## src/rtl/pipeline_ctrl.sv

```systemverilog
// Pipeline control: per-stage valid tracking, load-use stall, memory-wait freeze,
// branch flush, per-stage enables and saturating performance counters.
//
// Ports:
//   clk, reset            clock, synchronous active-high reset
//   if_valid_in           fetched instruction present at IF
//   id_*                  register usage / class of the instruction in ID
//   branch_taken          branch in ID resolved taken
//   mem_ready             data memory completes its access this cycle
//   stage_valid[i]        valid bit of stage i (0=IF, 1=ID, 2=EX, ...)
//   stage_en[i]           load enable of the pipeline register feeding stage i
//   pc_stall              hold the PC
//   flush_if              kill the IF instruction and redirect the PC
//   stall_cnt, flush_cnt, memwait_cnt   saturating event counters
module pipeline_ctrl #(
    parameter int NUM_STAGES = 4,
    parameter int MEM_STAGE  = 2,
    parameter int REG_ADDR_W = 5,
    parameter int CNT_W      = 16
) (
    input  logic                  clk,
    input  logic                  reset,
    input  logic                  if_valid_in,
    input  logic [REG_ADDR_W-1:0] id_rA_addr,
    input  logic [REG_ADDR_W-1:0] id_rB_addr,
    input  logic                  id_uses_rA,
    input  logic                  id_uses_rB,
    input  logic [REG_ADDR_W-1:0] id_rD_addr,
    input  logic                  id_writes_rd,
    input  logic                  id_is_load,
    input  logic                  id_is_store,
    input  logic                  branch_taken,
    input  logic                  mem_ready,
    output logic [NUM_STAGES-1:0] stage_valid,
    output logic [NUM_STAGES-1:0] stage_en,
    output logic                  pc_stall,
    output logic                  flush_if,
    output logic [CNT_W-1:0]      stall_cnt,
    output logic [CNT_W-1:0]      flush_cnt,
    output logic [CNT_W-1:0]      memwait_cnt
);

    localparam int N = NUM_STAGES;

    logic [N-1:0]          valid_q, valid_d;

    // Shadow info is only ever consulted up to the memory stage (hazard
    // detection and the memory freeze), so nothing is kept beyond it.
    logic [REG_ADDR_W-1:0] rd_q [2:MEM_STAGE];
    logic [REG_ADDR_W-1:0] rd_d [2:MEM_STAGE];
    logic [MEM_STAGE:2]    wr_q, wr_d;
    logic [MEM_STAGE:2]    ld_q, ld_d;
    logic [MEM_STAGE:2]    ma_q, ma_d;

    logic [CNT_W-1:0]      stall_q, stall_d;
    logic [CNT_W-1:0]      flush_q, flush_d;
    logic [CNT_W-1:0]      memwait_q, memwait_d;

    logic                  freeze_mem;
    logic                  hazard;
    logic                  lu_stall;
    logic                  flush;
    logic [N-1:0]          hold;
    logic [N-1:0]          bubble;

    always_comb begin
        freeze_mem = valid_q[MEM_STAGE] & ma_q[MEM_STAGE] & ~mem_ready;
        hazard     = 1'b0;
        for (int s = 2; s <= MEM_STAGE; s++) begin
            if (valid_q[s] && ld_q[s] && wr_q[s]) begin
                if ((id_uses_rA && rd_q[s] == id_rA_addr) ||
                    (id_uses_rB && rd_q[s] == id_rB_addr)) begin
                    hazard = 1'b1;
                end
            end
        end
        lu_stall = valid_q[1] & hazard & ~freeze_mem;
        flush    = valid_q[1] & branch_taken & ~lu_stall & ~freeze_mem;
        for (int i = 0; i < N; i++) begin
            hold[i] = ((i <= MEM_STAGE) && freeze_mem) ||
                      ((i <= 1) && lu_stall);
        end
        // A moving stage directly behind a held one receives a bubble.
        bubble = {hold[N-2:0] & ~hold[N-1:1], 1'b0};
    end

    always_comb begin
        valid_d = valid_q;
        rd_d    = rd_q;
        wr_d    = wr_q;
        ld_d    = ld_q;
        ma_d    = ma_q;

        if (!hold[0]) valid_d[0] = if_valid_in;

        if (bubble[1])     valid_d[1] = 1'b0;
        else if (!hold[1]) valid_d[1] = valid_q[0] & ~flush;

        for (int i = 2; i < N; i++) begin
            if (bubble[i])     valid_d[i] = 1'b0;
            else if (!hold[i]) valid_d[i] = valid_q[i-1];
        end

        if (bubble[2]) begin
            wr_d[2] = 1'b0;
            ld_d[2] = 1'b0;
            ma_d[2] = 1'b0;
        end else if (!hold[2]) begin
            rd_d[2] = id_rD_addr;
            wr_d[2] = valid_q[1] & id_writes_rd;
            ld_d[2] = valid_q[1] & id_is_load;
            ma_d[2] = valid_q[1] & (id_is_load | id_is_store);
        end

        for (int i = 3; i <= MEM_STAGE; i++) begin
            if (bubble[i]) begin
                wr_d[i] = 1'b0;
                ld_d[i] = 1'b0;
                ma_d[i] = 1'b0;
            end else if (!hold[i]) begin
                rd_d[i] = rd_q[i-1];
                wr_d[i] = wr_q[i-1];
                ld_d[i] = ld_q[i-1];
                ma_d[i] = ma_q[i-1];
            end
        end

        stall_d   = (lu_stall && stall_q != '1) ?
                    stall_q + CNT_W'(1) : stall_q;
        flush_d   = (flush && flush_q != '1) ?
                    flush_q + CNT_W'(1) : flush_q;
        memwait_d = (freeze_mem && memwait_q != '1) ?
                    memwait_q + CNT_W'(1) : memwait_q;
    end

    always_ff @(posedge clk) begin
        if (reset) begin
            valid_q   <= '0;
            wr_q      <= '0;
            ld_q      <= '0;
            ma_q      <= '0;
            stall_q   <= '0;
            flush_q   <= '0;
            memwait_q <= '0;
            for (int s = 2; s <= MEM_STAGE; s++) begin
                rd_q[s] <= '0;
            end
        end else begin
            valid_q   <= valid_d;
            rd_q      <= rd_d;
            wr_q      <= wr_d;
            ld_q      <= ld_d;
            ma_q      <= ma_d;
            stall_q   <= stall_d;
            flush_q   <= flush_d;
            memwait_q <= memwait_d;
        end
    end

    assign stage_valid = valid_q;
    assign stage_en    = ~hold;
    assign pc_stall    = hold[0];
    assign flush_if    = flush;
    assign stall_cnt   = stall_q;
    assign flush_cnt   = flush_q;
    assign memwait_cnt = memwait_q;

endmodule

```

## config.mk

```make
export PLATFORM = sky130hd
export DESIGN_NAME = pipeline_ctrl
export DESIGN_NICKNAME = d
export VERILOG_FILES = /design/src/rtl/pipeline_ctrl.sv
export SDC_FILE = /design/constraint.sdc
export NUM_CORES = 1
export LEC_CHECK = 0
export CAP_MARGIN = 20
export CORE_UTILIZATION = 45
export CTS_BUF_LIST = sky130_fd_sc_hd__clkbuf_4 sky130_fd_sc_hd__clkbuf_8
export DETAILED_ROUTE_END_ITERATION = 12
export HOLD_SLACK_MARGIN = 0.15
export PLACE_DENSITY = 0.76
export SLEW_MARGIN = 5
export SYNTH_ARGS = -nofsm -noshare
export SYNTH_HDL_FRONTEND = slang
export SYNTH_SLANG_ARGS = --single-unit
```

## constraint.sdc

```tcl
create_clock -name clk -period 4.2 [get_ports clk]
set_input_delay 0.84 -clock clk [delete_from_list [all_inputs] [get_ports clk]]
set_output_delay 0.84 -clock clk [all_outputs]
set_load 0.005 [all_outputs]
```

Word-level counts from Yosys, hierarchy flattened --
Cells that the tools add are included.
Word-level totals: output and inout bits 58, logic and storage cells 54, register bits 60, bits of input ports 25
Operators by class: bitwise operators 20, $add $sub $neg 3, reductions and logical operators 13, mux-type cells 2, equality and inequality tests 5
Operators with widths (count):
- adder 16 x 1 -> 16 bit (second input constant) | 3
- inequality test 16 bit (second input constant) | 3
- bitwise AND 1 bit | 11
- == test 5 bit | 2
- logical AND 1 bit | 7
- OR reduction 2 bit | 3
- NOT 1 bit | 5
- NOT 3 -> 4 bit | 1
- bitwise AND 3 bit | 1
- NOT 2 -> 3 bit | 1
- logical OR 1 bit | 2
- 2-to-1 mux 1 bit | 2
- AND reduction 2 bit | 1
- OR 1 bit | 1

Logic depth before layout (Yosys ltp) --
word-level depth 12, mapped depth 10, gate-level depth less buffers 7

Worst setup path before layout --
Ideal clock, no wire load.
path type input to output, start in id_rB_addr[0], end out stage_en[1], data arrival time 2.097 ns, path buffers 1, setup slack 1.263 ns, stages on the path 5, required time 3.360 ns, cell sequence xnor2_1 -> nand4_1 -> o311ai_2 -> inv_1 -> buf_4
On the way: cells in the longest elaborated chain, start to end 9
Ends and longest elaborated chain:
- start, declared | RTL line 25 | input logic [REG_ADDR_W-1:0] id_rB_addr,
- == test 5 bit | RTL line 72 | (id_uses_rB && rd_q[s] == id_rB_addr)) begin
- logical AND 1 bit | RTL line 72
- logical OR 1 bit | RTL line 71 | if ((id_uses_rA && rd_q[s] == id_rA_addr) ||
- 2-to-1 mux 1 bit | RTL line 71
- 2-to-1 mux 1 bit | RTL line 70 | if (valid_q[s] && ld_q[s] && wr_q[s]) begin
- bitwise AND 1 bit (2 in a row) | RTL line 77 | lu_stall = valid_q[1] & hazard & ~freeze_mem;
- logical OR 1 bit
- named net pc_stall | RTL line 36 | output logic pc_stall,
- NOT 3 -> 4 bit | RTL line 161 | assign stage_en = ~hold;
- end, declared | RTL line 35 | output logic [NUM_STAGES-1:0] stage_en,
The timed path passes the listed nets, and every way through them passes these cells.

Worst setup path in the final report --
start in id_rA_addr[0], end out pc_stall
On the way: cells in the longest elaborated chain, start to end 8
Ends and longest elaborated chain:
- start, declared | RTL line 24 | input logic [REG_ADDR_W-1:0] id_rA_addr,
- == test 5 bit | RTL line 71
- logical AND 1 bit | RTL line 71
- logical OR 1 bit | RTL line 71
- 2-to-1 mux 1 bit | RTL line 71
- 2-to-1 mux 1 bit | RTL line 70
- bitwise AND 1 bit (2 in a row) | RTL line 77
- logical OR 1 bit | RTL line 80 | hold[i] = ((i <= MEM_STAGE) && freeze_mem) ||
- end, declared | RTL line 36
Every way passes these cells.

==> flow_summary.ini <==
[floorplan]
fp.dieW_microns = 83.1
dieArea_sq_um = 6900
fp.coreArea_sq_um = 6350
rows = 29
io_pins = 83
initial_utilization_pct = 46.6
die_h_microns = 83.1

[hold_path]
holdCritStartpoint = stall_cnt[15]
holdPathStages = 2
min_to = stall_cnt[15]
min-delay-path-class = reg2reg

[grt]
grt_overflow_total = 0
antenna_found_initial = 0
grt_max_degree = 61
grt_usage_pct = 20.7
grt_pass1_vias = 2593
grt_pass1_wl_mm = 11.9

[timing]
rsz0062_at_grt = false
drv_slew = 0
setup_viol = 0
finalHoldViolCount = 0
setup_tns_ps = 0
min_period_ps = 3630
fmax_mhz = 275
slew_headroom_pct = 29.0
fin_skew_ps = 5.15
fin_crit_sh_pct = 86.4
worst_pin_slew_ps = 1070
fin_hold_ws_ps = 504

[clock_network]
ctsResizeCount = 0
root_buffer = clkbuf_8
htree_levels = 3
cts_num_sinks = 60
clk_latency_ps = 330
cts_hold_buf = 0
cts_tree = done
clk_transition_reported_paths_ps = 60
postCtsSetupRepairBufs = 0
cts_buffers = 9
clk_path_buf_depth = 2

[critical_path]
worstPathMaxFanout = 8
r2r_slack_ps = 1940
r2r_end = stall_cnt[0]
rr_worst_depth = 8
critPathLaunch = id_rA_addr[0]
end_kind = output pin
reg2reg_from = stall_cnt[0]
cp-start-kind = input port
arrival_ps = 2790
crit_required_ps = 3360
crit_type = in2out

[final_layout]
area_growth_pct = 36.3
fin_util_pct = 63.5
drive_above_1_share_pct = 6.82
final_cell_mix = clkdlybuf4s50_1 (80), dfxtp_1 (60), nor2_1 (45), nand2_1 (28), a21oi_1 (25)
nets = 463
fill_cells = 542
instances_no_fill = 517
final_common_cell = clkdlybuf4s50_1
diodes = 0

[placed_design]
dp_cells = 500
gp_congestion = 0.866
io_buffers = 81
dp_hpwl_mm = 4.89

[routing]
dr.max_layer_used = met4
first_pass_iters = 4
wire_per_inst_microns = 13.4
route.layer.met1.wl_mm = 3.27
dr.first_iter.drc_count = 128
drcViolationCount = 0
route.met3.wl_microns = 260
dr_total_vias = 2867
wl_mm = 6.92
ant_nets = 0
wl_met2_mm = 3.26
vias_per_cell = 5.55

[synth]
synth.avg_cell_area_sq_um = 8.38
synthesis.instances = 353
ys_seq_elements = 60
ys_types = 47
async_flop_share_pct = 0
synth_fp_nets = 381
ys_seq_area_share_pct = 40.6
synth_edf_count = 0
ys.warnings.count = 0
syn_area_sq_um = 2960
synth-main-ff-cell = dfxtp_1

[pwr]
vdd_drop_max_mv = 0.314
power_density_nw_per_um2 = 301
p_int_mw = 0.962
power_leakage_nw = 1.36
seqPwrFrac_pct = 47.7
p_comb_share_pct = 5.0
switching_share_pct = 20.8
power_frac_clock_pct = 47.3
power_switching_mw = 0.253

[job]
cap_violations = 0

[status]
outcome = finished, final reports clean
kinds of logic (layout without fill, tap and decap cells):
logic type,after synthesis,in the layout,share of synthesized area [%]
AND/OR/NAND/NOR,167,167,29.8
adder cells (fa/ha/maj),3,3,1.27
XOR/XNOR,28,28,8.29
buffers and inverters,22,109,4.06
flip-flops,60,60,40.6
multiplexers,11,11,3.76
other,1,1,0.127
AO/OA/AOI/OAI,61,61,12.1
synthesized netlist by cell type, types with 2 or more instances:
library cell	n	share of area [%]
nor4_1	3	0.63
o31ai_1	8	2.0
ha_1	3	1.3
clkbuf_1	8	1.0
dfxtp_1	60	41
nor2b_1	4	0.85
nand3_1	19	3.2
buf_6	2	0.76
buf_2	2	0.34
nand4_1	16	3.4
nor3_1	5	0.85
nor2_1	45	5.7
a22oi_1	2	0.51
and3_1	6	1.3
xnor2_1	15	4.4
xor2_1	13	3.8
o211ai_1	2	0.51
inv_1	7	0.89
nor3_2	2	0.68
or3_1	14	3.0
a21oi_1	25	4.2
o21ai_0	19	3.2
mux2i_1	10	3.4
or4_1	12	3.0
buf_4	2	0.51
nand2_1	28	3.6
layout make-up:
class / count / area [sq um] / share of cell area (%)
clock buffer: 11 / 145 / 3.60
clock inverter: 5 / 75.1 / 1.86
inverter: 8 / 42.5 / 1.06
multi-input combinational: 271 / 1640 / 40.6
sequential: 60 / 1200 / 29.8
tap: 77 / 96.3 / 2.39
timing repair buffer: 85 / 833 / 20.7
metal layers:
metal | GRT usage (%) | vias to the layer above
met5 | 0 | -
met4 | 5.80 | 0
met3 | 6.16 | 16
met2 | 34.3 | 55
met1 | 26.0 | 1358
li1 | - | 1438
power groups by stage:
stage	registers, mW	clock network (mW)	logic (mW)
2_1_floorplan	0.591	0	0.0295
3_3_place_gp	0.592	0	0.0592
3_5_place_dp	0.593	0	0.0609
4_1_cts	0.580	0.585	0.0613
5_1_grt	0.580	0.617	0.0662
6_report	0.580	0.574	0.0608
stage by stage:
| step | worst slack, ps | total power [mW] | area, sq um |
|---|---|---|---|
| after global routing | 480 | 1.26 | 4030 |
| after detailed placement | 575 | 0.653 | 3800 |
| after CTS | 572 | 1.23 | 4030 |
| after floorplan | 1260 | 0.620 | 2960 |
| after global placement | 634 | 0.651 | 3800 |
| final | 570 | 1.21 | 4030 |
worst max-delay path, stage by stage:
cell and delay (ps):
clkdlybuf4s50_1 490, xnor2_1 130, nand4_1 140, or3_1 350
o311ai_2 90, buf_4 230, clkdlybuf4s50_1 520
registers in the layout (all words and copies together), names as in the netlist:
register,count
stage_valid,4
ld_q,1
ma_q,1
memwait_cnt,16
rd_q,5
flush_cnt,16
stall_cnt,16
wr_q,1
how the worst max path moves through the flow:
stage	to	cells past startpoint	slack, ps
2_1_floorplan	stage_en[1]	5	1260
3_5_place_dp	pc_stall	7	580
4_1_cts	pc_stall	7	570
6_report	pc_stall	7	570
5_1_grt	pc_stall	7	480
3_3_place_gp	pc_stall	7	630
Power figures use the tool's default switching activity.
